**src/rtl/matrix_pkg.sv**
```systemverilog
// Shared constants, opcode encodings and FSM state type for the matrix ALU sequencer.
package matrix_pkg;

    localparam int ELEM_W = 8;
    localparam int N_ELEM = 25;
    localparam int FLAT_W = ELEM_W * N_ELEM;
    localparam int CNT_W  = 5;

    typedef logic [CNT_W-1:0] cnt_t;
    typedef logic [2:0]       opcode_t;

    localparam cnt_t LAST_IDX = cnt_t'(N_ELEM - 1);

    localparam opcode_t OP_NONE      = 3'b000;
    localparam opcode_t OP_SUM       = 3'b001;
    localparam opcode_t OP_SUB       = 3'b010;
    localparam opcode_t OP_MUL       = 3'b011;
    localparam opcode_t OP_OPPOSITE  = 3'b100;
    localparam opcode_t OP_TRANSPOSE = 3'b101;
    localparam opcode_t OP_SCALAR    = 3'b110;
    localparam opcode_t OP_ILLEGAL   = 3'b111;

    typedef enum logic [2:0] {
        ST_IDLE      = 3'd0,
        ST_LOAD_A    = 3'd1,
        ST_LOAD_B    = 3'd2,
        ST_EXEC      = 3'd3,
        ST_WAIT_DONE = 3'd4,
        ST_STREAM    = 3'd5
    } state_e;

    // 000 and 111 are reserved and rejected at command time.
    function automatic logic op_legal(input opcode_t op);
        return (op != OP_NONE) && (op != OP_ILLEGAL);
    endfunction

    // Only sum, sub and mul consume a second operand matrix.
    function automatic logic op_two_operand(input opcode_t op);
        return (op == OP_SUM) || (op == OP_SUB) || (op == OP_MUL);
    endfunction

endpackage

```
**src/rtl/matrix_elem_serializer.sv**
```systemverilog
// Holds the latched ALU result and streams it out one element per accepted beat.
module matrix_elem_serializer
    import matrix_pkg::*;
(
    input  logic              clk,
    input  logic              rst_n,
    input  logic              load,
    input  logic [FLAT_W-1:0] c_flat,
    input  logic              out_ready,
    output logic              out_valid,
    output logic [ELEM_W-1:0] out_data,
    output logic              out_last
);

    logic [FLAT_W-1:0] result;
    cnt_t              idx;
    cnt_t              idx_nxt;

    assign idx_nxt = idx + cnt_t'(1);

    // Result register, element index and registered output beat.
    always_ff @(posedge clk or negedge rst_n) begin
        // NOTE: the result register is a plain flop bank, not a RAM, so it is
        // reset along with the rest; a stale result can never leak after reset.
        if (!rst_n) begin
            result    <= '0;
            idx       <= '0;
            out_valid <= 1'b0;
            out_data  <= '0;
            out_last  <= 1'b0;
        end else if (load) begin
            result    <= c_flat;
            idx       <= '0;
            out_valid <= 1'b1;
            out_data  <= c_flat[ELEM_W-1:0];
            out_last  <= 1'b0;
        end else if (out_valid && out_ready) begin
            if (out_last) begin
                idx       <= '0;
                out_valid <= 1'b0;
                out_last  <= 1'b0;
            end else begin
                idx      <= idx_nxt;
                out_data <= result[ELEM_W*idx_nxt +: ELEM_W];
                out_last <= (idx_nxt == LAST_IDX);
            end
        end
    end

endmodule

```
**src/rtl/matrix_op_sequencer.sv**
```systemverilog
// Command/operand front end and result back end around a combinational 5x5 matrix ALU.
module matrix_op_sequencer
    import matrix_pkg::*;
#(
    parameter int DONE_TMO = 15
) (
    input  logic              clk,
    input  logic              rst_n,
    input  logic              cmd_valid,
    output logic              cmd_ready,
    input  logic [2:0]        cmd_opcode,
    input  logic [ELEM_W-1:0] cmd_scalar,
    input  logic              in_valid,
    output logic              in_ready,
    input  logic [ELEM_W-1:0] in_data,
    output logic [FLAT_W-1:0] alu_A_flat,
    output logic [FLAT_W-1:0] alu_B_flat,
    output logic [ELEM_W-1:0] alu_f,
    output logic [2:0]        alu_opcode,
    input  logic [FLAT_W-1:0] alu_C_flat,
    input  logic              alu_ovf,
    input  logic              alu_done,
    output logic              out_valid,
    input  logic              out_ready,
    output logic [ELEM_W-1:0] out_data,
    output logic              out_last,
    output logic              status_ovf,
    output logic              status_err,
    output logic              busy
);

    localparam int TMO_W = $clog2(DONE_TMO + 1);

    state_e           state;
    state_e           state_nxt;
    opcode_t          op_q;
    cnt_t             elem_cnt;
    logic [TMO_W-1:0] tmo_cnt;
    logic             ser_load;
    logic             tmo_hit;
    logic             last_beat;

    assign tmo_hit   = (tmo_cnt == TMO_W'(DONE_TMO - 1));
    assign last_beat = in_valid && (elem_cnt == LAST_IDX);

    assign cmd_ready  = (state == ST_IDLE);
    assign in_ready   = (state == ST_LOAD_A) || (state == ST_LOAD_B);
    assign busy       = (state != ST_IDLE);
    assign alu_opcode = ((state == ST_EXEC) || (state == ST_WAIT_DONE)) ? op_q : OP_NONE;

    // State register.
    always_ff @(posedge clk or negedge rst_n) begin
        // NOTE: sequential state uses non-blocking assignments so every flop
        // samples pre-edge values regardless of block evaluation order.
        if (!rst_n) state <= ST_IDLE;
        else        state <= state_nxt;
    end

    // Next-state decode and result-latch strobe.
    always_comb begin
        // NOTE: every output of this block is defaulted first so no path can
        // leave one unassigned and infer a latch.
        state_nxt = state;
        ser_load  = 1'b0;
        case (state)
            ST_IDLE: begin
                if (cmd_valid && op_legal(cmd_opcode)) state_nxt = ST_LOAD_A;
            end
            ST_LOAD_A: begin
                if (last_beat) state_nxt = op_two_operand(op_q) ? ST_LOAD_B : ST_EXEC;
            end
            ST_LOAD_B: begin
                if (last_beat) state_nxt = ST_EXEC;
            end
            ST_EXEC: state_nxt = ST_WAIT_DONE;
            ST_WAIT_DONE: begin
                if (alu_done) begin
                    ser_load  = 1'b1;
                    state_nxt = ST_STREAM;
                end else if (tmo_hit) begin
                    state_nxt = ST_IDLE;
                end
            end
            ST_STREAM: begin
                if (out_valid && out_ready && out_last) state_nxt = ST_IDLE;
            end
            default: state_nxt = ST_IDLE;
        endcase
    end

    // Command capture, operand loaders, timeout counter and sticky status.
    always_ff @(posedge clk or negedge rst_n) begin
        if (!rst_n) begin
            op_q       <= OP_NONE;
            alu_f      <= '0;
            alu_A_flat <= '0;
            alu_B_flat <= '0;
            elem_cnt   <= '0;
            tmo_cnt    <= '0;
            status_ovf <= 1'b0;
            status_err <= 1'b0;
        end else begin
            case (state)
                ST_IDLE: begin
                    if (cmd_valid) begin
                        op_q       <= cmd_opcode;
                        alu_f      <= cmd_scalar;
                        alu_A_flat <= '0;
                        alu_B_flat <= '0;
                        elem_cnt   <= '0;
                        status_ovf <= 1'b0;
                        status_err <= !op_legal(cmd_opcode);
                    end
                end
                ST_LOAD_A: begin
                    if (in_valid) begin
                        alu_A_flat[ELEM_W*elem_cnt +: ELEM_W] <= in_data;
                        elem_cnt <= (elem_cnt == LAST_IDX) ? '0 : elem_cnt + cnt_t'(1);
                    end
                end
                ST_LOAD_B: begin
                    if (in_valid) begin
                        alu_B_flat[ELEM_W*elem_cnt +: ELEM_W] <= in_data;
                        elem_cnt <= (elem_cnt == LAST_IDX) ? '0 : elem_cnt + cnt_t'(1);
                    end
                end
                ST_EXEC: tmo_cnt <= '0;
                ST_WAIT_DONE: begin
                    if (alu_done)     status_ovf <= alu_ovf;
                    else if (tmo_hit) status_err <= 1'b1;
                    else              tmo_cnt    <= tmo_cnt + TMO_W'(1);
                end
                default: ;
            endcase
        end
    end

    // Result holding register and output stream.
    matrix_elem_serializer u_serializer (
        .clk       (clk),
        .rst_n     (rst_n),
        .load      (ser_load),
        .c_flat    (alu_C_flat),
        .out_ready (out_ready),
        .out_valid (out_valid),
        .out_data  (out_data),
        .out_last  (out_last)
    );

endmodule
```
**config.mk**
```make
export PLATFORM = sky130hd
export DESIGN_NAME = matrix_op_sequencer
export DESIGN_NICKNAME = d
export VERILOG_FILES = /design/src/rtl/matrix_pkg.sv /design/src/rtl/matrix_elem_serializer.sv /design/src/rtl/matrix_op_sequencer.sv
export SDC_FILE = /design/constraint.sdc
export NUM_CORES = 1
export LEC_CHECK = 0
export ABC_AREA = 1
export CORE_AREA = 2 2 253 255
export DETAILED_ROUTE_END_ITERATION = 7
export DIE_AREA = 0 0 255 257
export PLACE_DENSITY = 0.77
export RECOVER_POWER = 100
export REMOVE_ABC_BUFFERS = 1
export SYNTH_ARGS = -nofsm -noshare
export SYNTH_HDL_FRONTEND = slang
export SYNTH_SLANG_ARGS = --single-unit
```
**constraint.sdc**
```tcl
create_clock -name clk -period 8.5 [get_ports clk]
set_clock_uncertainty 0.05 [all_clocks]
set_input_delay 0.85 -clock clk [delete_from_list [all_inputs] [get_ports clk]]
set_output_delay 0.85 -clock clk [all_outputs]
set_load 0.01 [all_outputs]
```
### Yosys cells after proc, flatten, opt, wreduce, memory -nomap -nowiden

Cells that the tools add are included.

* bits of input ports: 226
* register bits after elaboration: 640
* word-level logic and storage cells: 122

* multiplexer cells: 44
* shift-type cells: 3
* $add $sub $neg: 4
* reductions and logical operators: 31
* eq/ne operators: 26

Operators with widths (number)
* $pmux W200 S2: 2
* $mux W200: 3
* $bwmux W200: 2
* $shift A8 B34 Y200 const A: 1
* $shiftx A200 B9 Y8: 1
* $shiftx A8 B34 Y200: 1
* $neg A8 Y34: 1
* $mux W5: 6
* $mux W8: 3
* $ne A2 B2 Y1 const B: 11
* $mux W3: 7
* $pmux W3 S6: 1
* $reduce_and A3 Y1: 5
* $mux W1: 14
* $reduce_bool A2 Y1: 7
* $eq A3 B2 Y1 const B: 4
* $add A5 B1 Y5 const B: 2
* $eq A5 B5 Y1 const B: 2
* $pmux W5 S2: 1
* $mux W4: 2
* $pmux W4 S2: 1
* $eq A3 B1 Y1 const B: 2
* $eq A3 B3 Y1 const B: 2
* $ne A3 B3 Y1 const B: 2
* 13 further kinds: 25

### Longest topological paths before layout

Gate-level depths: netlist (run 1).

* depth in word-level cells: 6
* depth in mapped cells: 19
* gate-level depth less buffers: 17

### Modules after synthesis

Synthesis (run 1) repeated with hierarchy kept, for this count alone.

* cell total of the unflattened synthesis: 3497
* area, all modules: 28315.9 µm²

By module, submodules not included
* matrix_op_sequencer: sequential area each 10635.2 µm², area an instance 18141.1 µm², times used 1, cells each 2219
* matrix_elem_serializer: sequential area each 5380.2 µm², area an instance 10174.8 µm², times used 1, cells each 1278

### Least setup slack after synthesis (run 1)

Ideal clock, no wire load.

* path type: reg-to-reg
* start: register elem_cnt[0]
* end: register alu_A_flat[3]
* buffers on the path: 3
* setup time: 0.135 ns
* setup slack: 5.187 ns
* cell stages (with the launch flop): 17
* arrival: 3.128 ns
* cells stage by stage: dfrtp_1 > inv_2 > clkbuf_1 > buf_1 > ha_1 > inv_1 > nor2_1 > inv_1 > nor2_1 > ha_1 > buf_2 > inv_2 > nand3_1 > nor3_2 > o21ai_1 > nand2_1 > o21ai_0

* word-level cells in the longest chain between the ends: 5
* elaborated cells on any way between the ends: 6
* those cells by class: add/sub: 1; shift: 2; mux: 3

Ends and longest elaborated chain
* start: declaration: RTL line matrix_op_sequencer.sv:37 `cnt_t elem_cnt;`
* start signal: assignment: RTL line matrix_op_sequencer.sv:118 `elem_cnt <= (elem_cnt == LAST_IDX) ? '0 : elem_cnt + cnt_t'(1);`
* start signal: assignment: RTL line matrix_op_sequencer.sv:124 `elem_cnt <= (elem_cnt == LAST_IDX) ? '0 : elem_cnt + cnt_t'(1);`
* $neg A8 Y34 *: RTL line matrix_op_sequencer.sv:117 `alu_A_flat[ELEM_W*elem_cnt +: ELEM_W] <= in_data;`
* $shiftx A8 B34 Y200 / $shift A8 B34 Y200 (equally long branches): RTL line matrix_op_sequencer.sv:117
* $bwmux W200 *: RTL line matrix_op_sequencer.sv:117
* $mux W200 *: RTL line matrix_op_sequencer.sv:116 `if (in_valid) begin`
* $pmux W200 S2 *: RTL line matrix_op_sequencer.sv:103 `case (state)`
* end signal: indexed assignment: RTL line matrix_op_sequencer.sv:117
* end: declaration: RTL line matrix_op_sequencer.sv:16 `output logic [FLAT_W-1:0] alu_A_flat,`

Mark *: on every way between the ends. The rest lies on a longest branch, timed or not. The select of a mux whose other input is x is not followed.
A chain may end at the register's enable or synchronous reset.

### Worst setup path after layout (run 1)

* start: register elem_cnt[0]
* end: register alu_B_flat[117]

* word-level cells in the longest chain between the ends: 5
* elaborated cells on any way between the ends: 6
* those cells by class: add/sub: 1; shift: 2; mux: 3

Ends and longest elaborated chain
* $neg A8 Y34 *: RTL line matrix_op_sequencer.sv:123 `alu_B_flat[ELEM_W*elem_cnt +: ELEM_W] <= in_data;`
* $shiftx A8 B34 Y200 / $shift A8 B34 Y200 (equally long branches): RTL line matrix_op_sequencer.sv:123
* $bwmux W200 *: RTL line matrix_op_sequencer.sv:123
* $mux W200 *: RTL line matrix_op_sequencer.sv:122 `if (in_valid) begin`
* $pmux W200 S2 *: RTL line matrix_op_sequencer.sv:103
* end signal: indexed assignment: RTL line matrix_op_sequencer.sv:123
* end: declaration: RTL line matrix_op_sequencer.sv:17 `output logic [FLAT_W-1:0] alu_B_flat,`

Marks and branches as above.

==> impl_metrics.env, run 1 <==
export IMPL_irDropWorstVdd_v=0.000236
export IMPL_critical_path_endpoint_type="flip-flop"
export IMPL_die_area_mm2=0.0655
export IMPL_cts_setup_buffers=0
export IMPL_drv_cap=11
export IMPL_p_leak_nw=19.4
export IMPL_worstReg2RegStart="elem_cnt[0]$_DFFE_PN0P_"
export IMPL_num_vias=26500
export IMPL_critPathLaunchType="flip-flop"
export IMPL_cts_resized=0
export IMPL_drive_gt1_share_pct=3.92
export IMPL_core_rowCount=92
export IMPL_numCtsBuffers=69
export IMPL_grt_antenna_before_repair=6
export IMPL_crit_slowest_cell="clkbuf_1"
export IMPL_max_freq_mhz=169
export IMPL_crit_path_frequent_cell="inv_1"
export IMPL_clock_tree_root_cell="clkbuf_16"
export IMPL_synth_top_area_share_pct=56.8
export IMPL_rsz0062_at_grt="no"
export IMPL_synth_top_area_cell="dfrtp_1"
export IMPL_drtIter0Drc=2690
export IMPL_worst_path_stages=12
export IMPL_grt_max_degree=189
export IMPL_outcome="finished with violations"
export IMPL_port_buffers=651
export IMPL_violations="max-capacitance violations, max-slew violations"
export IMPL_hpwl_mm=71.2
export IMPL_slowest_delay_ps=1240
export IMPL_cp_top_family="buffers and inverters"
export IMPL_fp_dieH_um=257
export IMPL_cts_htree_levels=3
export IMPL_ys_seq_area_share_pct=56.8
export IMPL_area_growth_pct=32.6
export IMPL_path_max_fanout=41
export IMPL_cts_hold_buf=0
export IMPL_slew_headroom_pct=-183
export IMPL_r2r_end="alu_B_flat[117]$_DFFE_PN0P_"
export IMPL_yosys_register_bits=640
export IMPL_dpl_instance_area_mm2=0.0354
export IMPL_totalWireLength_mm=101
export IMPL_fill_cells=5488
export IMPL_clk_pin_slew_ps=60
export IMPL_worstRegToRegCells=12
export IMPL_worst_ep_arrival_time_ps=6420
export IMPL_antenna_left=0
export IMPL_grt_pass1_vias=25600
export IMPL_synth_distinct_cells=40
export IMPL_cts_sinks=640
export IMPL_drc=0
export IMPL_via_per_inst=5.31
export IMPL_final_nets=4313
export IMPL_slew_violations=902
export IMPL_clk_latency_ps=610
export IMPL_boundaryPins=652
export IMPL_fin_tns_setup_ps=0
export IMPL_worst_slack_ps=2570
export IMPL_fin_crit_ps=5930
export IMPL_rrSetupSlack_ps=2570
export IMPL_gr_total_overflow=0
export IMPL_clock_tree_buffer_depth=3
export IMPL_start_util_pct=44.9
export IMPL_avgRoutedWirePerCell_um=20.2
export IMPL_routabilityCongestion=0.912
export IMPL_min_period_over_period_pct=69.8
export IMPL_synth_top_flop_cell="dfrtp_1"
export IMPL_p_per_area_mw_per_mm2=288
export IMPL_required_ps=8990
export IMPL_fin_area_mm2=0.0374
export IMPL_syn_area_mm2=0.0282
export IMPL_synth_edf_count=0
export IMPL_synth_area_per_cell_um2=8.08
export IMPL_setup_violations=0
export IMPL_worstSetupPathType="flip-flop to flip-flop"
export IMPL_yosysWarnings=0
export IMPL_cts_tree="built"
export IMPL_synth_commonest_cells="nand2_1 (1562), dfrtp_1 (640), o21ai_0 (287)"
export IMPL_grt_pass1_wl_mm=153
export IMPL_async_flop_share_pct=100
export IMPL_worst_pin_slew_ps=4240
export IMPL_ys_top_cells_by_area="dfrtp_1 (57%), nand2_1 (21%), o21ai_0 (5.1%)"
export IMPL_drtPass1Iterations=6
export IMPL_die_w_um=255
export IMPL_synth_most_common_cell="nand2_1"
export IMPL_crit_chain="inv_1, ha_1, inv_1, nor2_1, nor2_2, clkbuf_1, inv_1, nand3_1, nor2_1, o21ai_0, nand2_1, o21ai_0"
export IMPL_path_buf_inv=4
export IMPL_hold_viol=0
export IMPL_hp_class="input pin to async pin"
export IMPL_grtUsageTotal_pct=30.5
export IMPL_core_area_mm2=0.0627
export IMPL_pre_cts_slack_ps=4530
export IMPL_syn_inst=3486
==> sequential cells by signal (all words and copies together) (netlist names) <==
signal / count
alu_A_flat: 200
alu_B_flat: 200
alu_f: 8
elem_cnt: 5
op_q: 3
state: 3
status_err: 1
status_ovf: 1
tmo_cnt: 4
u_serializer.idx: 5
u_serializer.out_data: 8
u_serializer.out_last: 1
u_serializer.out_valid: 1
u_serializer.result: 200
==> through the flow <==
stage               cells  utilization (%)  hold WS [ps]  power [mW]
floorplan            3336                -           394        6.29
global placement     4855             56.4           403        7.69
detailed placement   4855             56.4           407        7.78
CTS                  4976             60.1           247        10.9
global route         4980             59.6           278        11.4
finish               4982             59.6           218        10.8
==> worst max path at each step <==
stage / from / end / slack, ps
6_report: elem_cnt[0]$_DFFE_PN0P_ / alu_B_flat[117]$_DFFE_PN0P_ / 2570
5_1_grt: state[1]$_DFFE_PN0P_ / alu_A_flat[172]$_DFFE_PN0P_ / 2190
4_1_cts: elem_cnt[0]$_DFFE_PN0P_ / alu_A_flat[48]$_DFFE_PN0P_ / 4560
3_5_place_dp: alu_done / u_serializer.result[164]$_DFFE_PN0P_ / 4530
3_3_place_gp: alu_done / state[0]$_DFFE_PN0P_ / 4560
2_1_floorplan: in_valid / alu_B_flat[0]$_DFFE_PN0P_ / 2830
==> placed cells by master (no fill, tap or decap), types with 9 or more instances in the layout <==
cell,Yosys,final
nand3_1,118,123
dfrtp_1,640,639
inv_1,228,232
o22ai_1,11,11
clkbuf_8,0,16
clkbuf_16,0,70
nand2_1,1562,1592
buf_4,6,12
nor3_1,28,29
nand4_1,20,25
nor2_1,192,197
a21oi_1,73,74
nand2_2,40,11
dlygate4sd3_1,0,426
clkdlybuf4s50_1,0,224
clkinv_2,0,9
clkbuf_1,98,20
o211ai_1,30,30
o21ai_0,287,326
==> worst register-to-register path: cells and delay by family (launching register included) <==
kind / cells / cell delay [ps]
buffers and inverters: 4 / 2890
AOI/OAI and AO/OA: 2 / 1080
and+or+nand+nor: 5 / 990
DFF: 1 / 480
adders and majority gates: 1 / 360
==> metal layers <==
metal	global-route usage, %	share of wire (%)
met4	18.6	7.1
met1	39.7	40
met2	46.4	45
met3	7.02	8.3
met5	0	0.013
==> power by group <==
group	total [mW]	internal [mW]	leakage (nW)	switching, mW
clock network	3.09	1.79	1.14	1.30
registers	3.86	3.59	8.56	0.265
logic	3.83	1.05	9.68	2.78
total	10.8	6.43	19.4	4.35
==> layout make-up <==
class	count	area [um^2]	area share [%]
diodes	6	15.0	0.0402
flip-flops and latches	640	16000	42.9
clock buffers	99	2020	5.41
clock inverters	22	292	0.780
repair buffers	673	6650	17.8
inverters	243	923	2.47
multi-input cells	2453	10400	27.8
well taps	846	1060	2.83
==> cell families after synthesis <==
kind of cell	count (synthesis)	synth area share, %
AOI/OAI and AO/OA	449	8.52
xor gates and xnor gates	6	0.253
adders and majority gates	7	0.311
buffers and inverters	393	5.49
DFF	640	56.8
and+or+nand+nor	1991	28.6
Note: power is estimated with default switching activity, not from simulation.
==> run 2: changes to the inputs <==
- clock period: 8.5 -> 6 ns (I/O delays scaled with it)
==> run 2 against run 1 <==
- the run still ends with max-capacitance violations, max-slew violations left
- die area stayed put
- count of clock-buffer cells in the layout is 5 lower
- clock power is 46% higher
- non-clock buffer count is 3 higher
- global-route usage is 0.16 points lower
- critical path type unchanged
==> impl_metrics.env, run 2 (synthesis results as in run 1) <==
export IMPL_start_util_pct=44.9
export IMPL_worst_pin_slew_ps=3340
export IMPL_slew_headroom_pct=-123
export IMPL_rsz0062_at_grt="no"
export IMPL_critical_path_endpoint_type="flip-flop"
export IMPL_path_buf_inv=4
export IMPL_p_leak_nw=19.4
export IMPL_grt_pass1_wl_mm=152
export IMPL_grt_max_degree=188
export IMPL_cts_sinks=640
export IMPL_cp_top_family="simple AND/OR/NAND/NOR gates"
export IMPL_routabilityCongestion=0.889
export IMPL_drtPass1Iterations=6
export IMPL_totalWireLength_mm=101
export IMPL_cts_tree="built"
export IMPL_area_growth_pct=33.0
export IMPL_num_vias=26300
export IMPL_p_per_area_mw_per_mm2=411
export IMPL_crit_path_frequent_cell="inv_1"
export IMPL_clock_tree_root_cell="clkbuf_16"
export IMPL_drtIter0Drc=2590
export IMPL_hold_viol=0
export IMPL_via_per_inst=5.28
export IMPL_min_period_over_period_pct=79.3
export IMPL_avgRoutedWirePerCell_um=20.1
export IMPL_grt_pass1_vias=25600
export IMPL_power_total_mw=15.4
export IMPL_core_rowCount=92
export IMPL_violations="max-capacitance violations, max-slew violations"
export IMPL_required_ps=6410
export IMPL_fin_tns_setup_ps=0
export IMPL_layout_commonest_cell="nand2_1"
export IMPL_irDropWorstVdd_v=0.000328
export IMPL_gr_total_overflow=0
export IMPL_core_area_mm2=0.0627
export IMPL_clock_tree_buffer_depth=3
export IMPL_numCtsBuffers=70
export IMPL_worst_ep_arrival_time_ps=5170
export IMPL_boundaryPins=652
export IMPL_setup_violations=0
export IMPL_path_max_fanout=21
export IMPL_die_w_um=255
export IMPL_slew_violations=460
export IMPL_hp_class="flip-flop to flip-flop"
export IMPL_grtUsageTotal_pct=30.4
export IMPL_max_freq_mhz=210
export IMPL_final_cell_mix="nand2_1 (1594), dfrtp_1 (639), dlygate4sd3_1 (426)"
export IMPL_grt_antenna_before_repair=7
export IMPL_antenna_left=0
export IMPL_outcome="finished with violations"
export IMPL_clk_pin_slew_ps=60
export IMPL_drv_cap=6
export IMPL_fp_dieH_um=257
export IMPL_crit_chain="inv_1, ha_1, inv_1, nor2_1, inv_1, nor2_1, ha_1, inv_1, nand3_1, nor3_1, o21ai_1, nand2_1, o21ai_0"
export IMPL_fill_cells=5400
export IMPL_crit_slowest_cell="nor3_1"
export IMPL_final_nets=4317
export IMPL_slowest_delay_ps=990
export IMPL_worstSetupPathType="flip-flop to flip-flop"
export IMPL_reg_top3="alu_A_flat (200), alu_B_flat (200), u_serializer.result (200)"
export IMPL_drc=0
export IMPL_cts_htree_levels=3
export IMPL_die_area_mm2=0.0655
export IMPL_clk_latency_ps=620
export IMPL_hpwl_mm=70.9
export IMPL_port_buffers=651
export IMPL_drive_gt1_share_pct=4.06
export IMPL_fin_crit_ps=4760
export IMPL_critPathLaunchType="flip-flop"
-- run 2: tightest hold or removal path, delay by kind of cell, from the launching register on --
family / cells / cell delay [ps]
DFF: 1 / 340
and+or+nand+nor: 2 / 90
-- run 2: cell type report --
class	instances	area, um^2	area share, %
well taps	846	1060	2.82
flip-flops and latches	640	16000	42.7
inverters	243	923	2.46
clock buffers	94	1980	5.29
clock inverters	31	408	1.09
diodes	7	17.5	0.0467
repair buffers	676	6720	17.9
multi-input cells	2453	10300	27.6
-- run 2: metal layers --
metal	up-vias	global-route usage, %	part of all wire, %
met5	-	0	0
met4	0	18.8	6.8
met3	308	6.57	8.7
met2	1281	46.3	45
met1	12600	39.6	40
li1	12100	-	-
-- run 2: per-stage QoR --
step / instances / setup WS (ps) / cell area, um^2 / util [%] / hold slack, ps
finish: 4990 / 1240 / 37500 / 59.7 / 413
global route: 4989 / 926 / 37500 / 59.7 / 428
CTS: 4983 / 2150 / 37800 / 60.3 / 422
detailed placement: 4857 / 2110 / 35400 / 56.4 / 408
global placement: 4857 / 2160 / 35400 / 56.4 / 402
floorplan: 3336 / 443 / 27500 / - / 254
-- run 2: what timing repair did --
action | CTS | global route
hold endpoints to repair | 76 | 0
setup buffers | 0 | 0
gates resized for setup | 0 | 0
hold buffers | 1 | 0
-- run 2: power by group --
group | total, mW | switching, mW | internal, mW
Sequential | 5.48 | 0.391 | 5.09
Clock | 4.52 | 1.87 | 2.65
Combinational | 5.40 | 3.91 | 1.49
Total | 15.4 | 6.17 | 9.22
-- run 2: path summary, 6_finish.rpt --
| check | from | slack, ps | cells past startpoint | end |
|---|---|---|---|---|
| setup / recovery | elem_cnt[0]$_DFFE_PN0P_ | 1240 | 13 | alu_A_flat[7]$_DFFE_PN0P_ |
| hold / removal | alu_B_flat[169]$_DFFE_PN0P_ | 410 | 2 | alu_B_flat[169]$_DFFE_PN0P_ |
| setup reg to reg | elem_cnt[0]$_DFFE_PN0P_ | 1240 | 13 | alu_A_flat[7]$_DFFE_PN0P_ |
| hold reg to reg | alu_B_flat[169]$_DFFE_PN0P_ | 410 | 2 | alu_B_flat[169]$_DFFE_PN0P_ |
| max in group asynchronous | rst_n | 1680 | 3 | alu_B_flat[143]$_DFFE_PN0P_ |
| min in group asynchronous | rst_n | 540 | 2 | u_serializer.result[150]$_DFFE_PN0P_ |
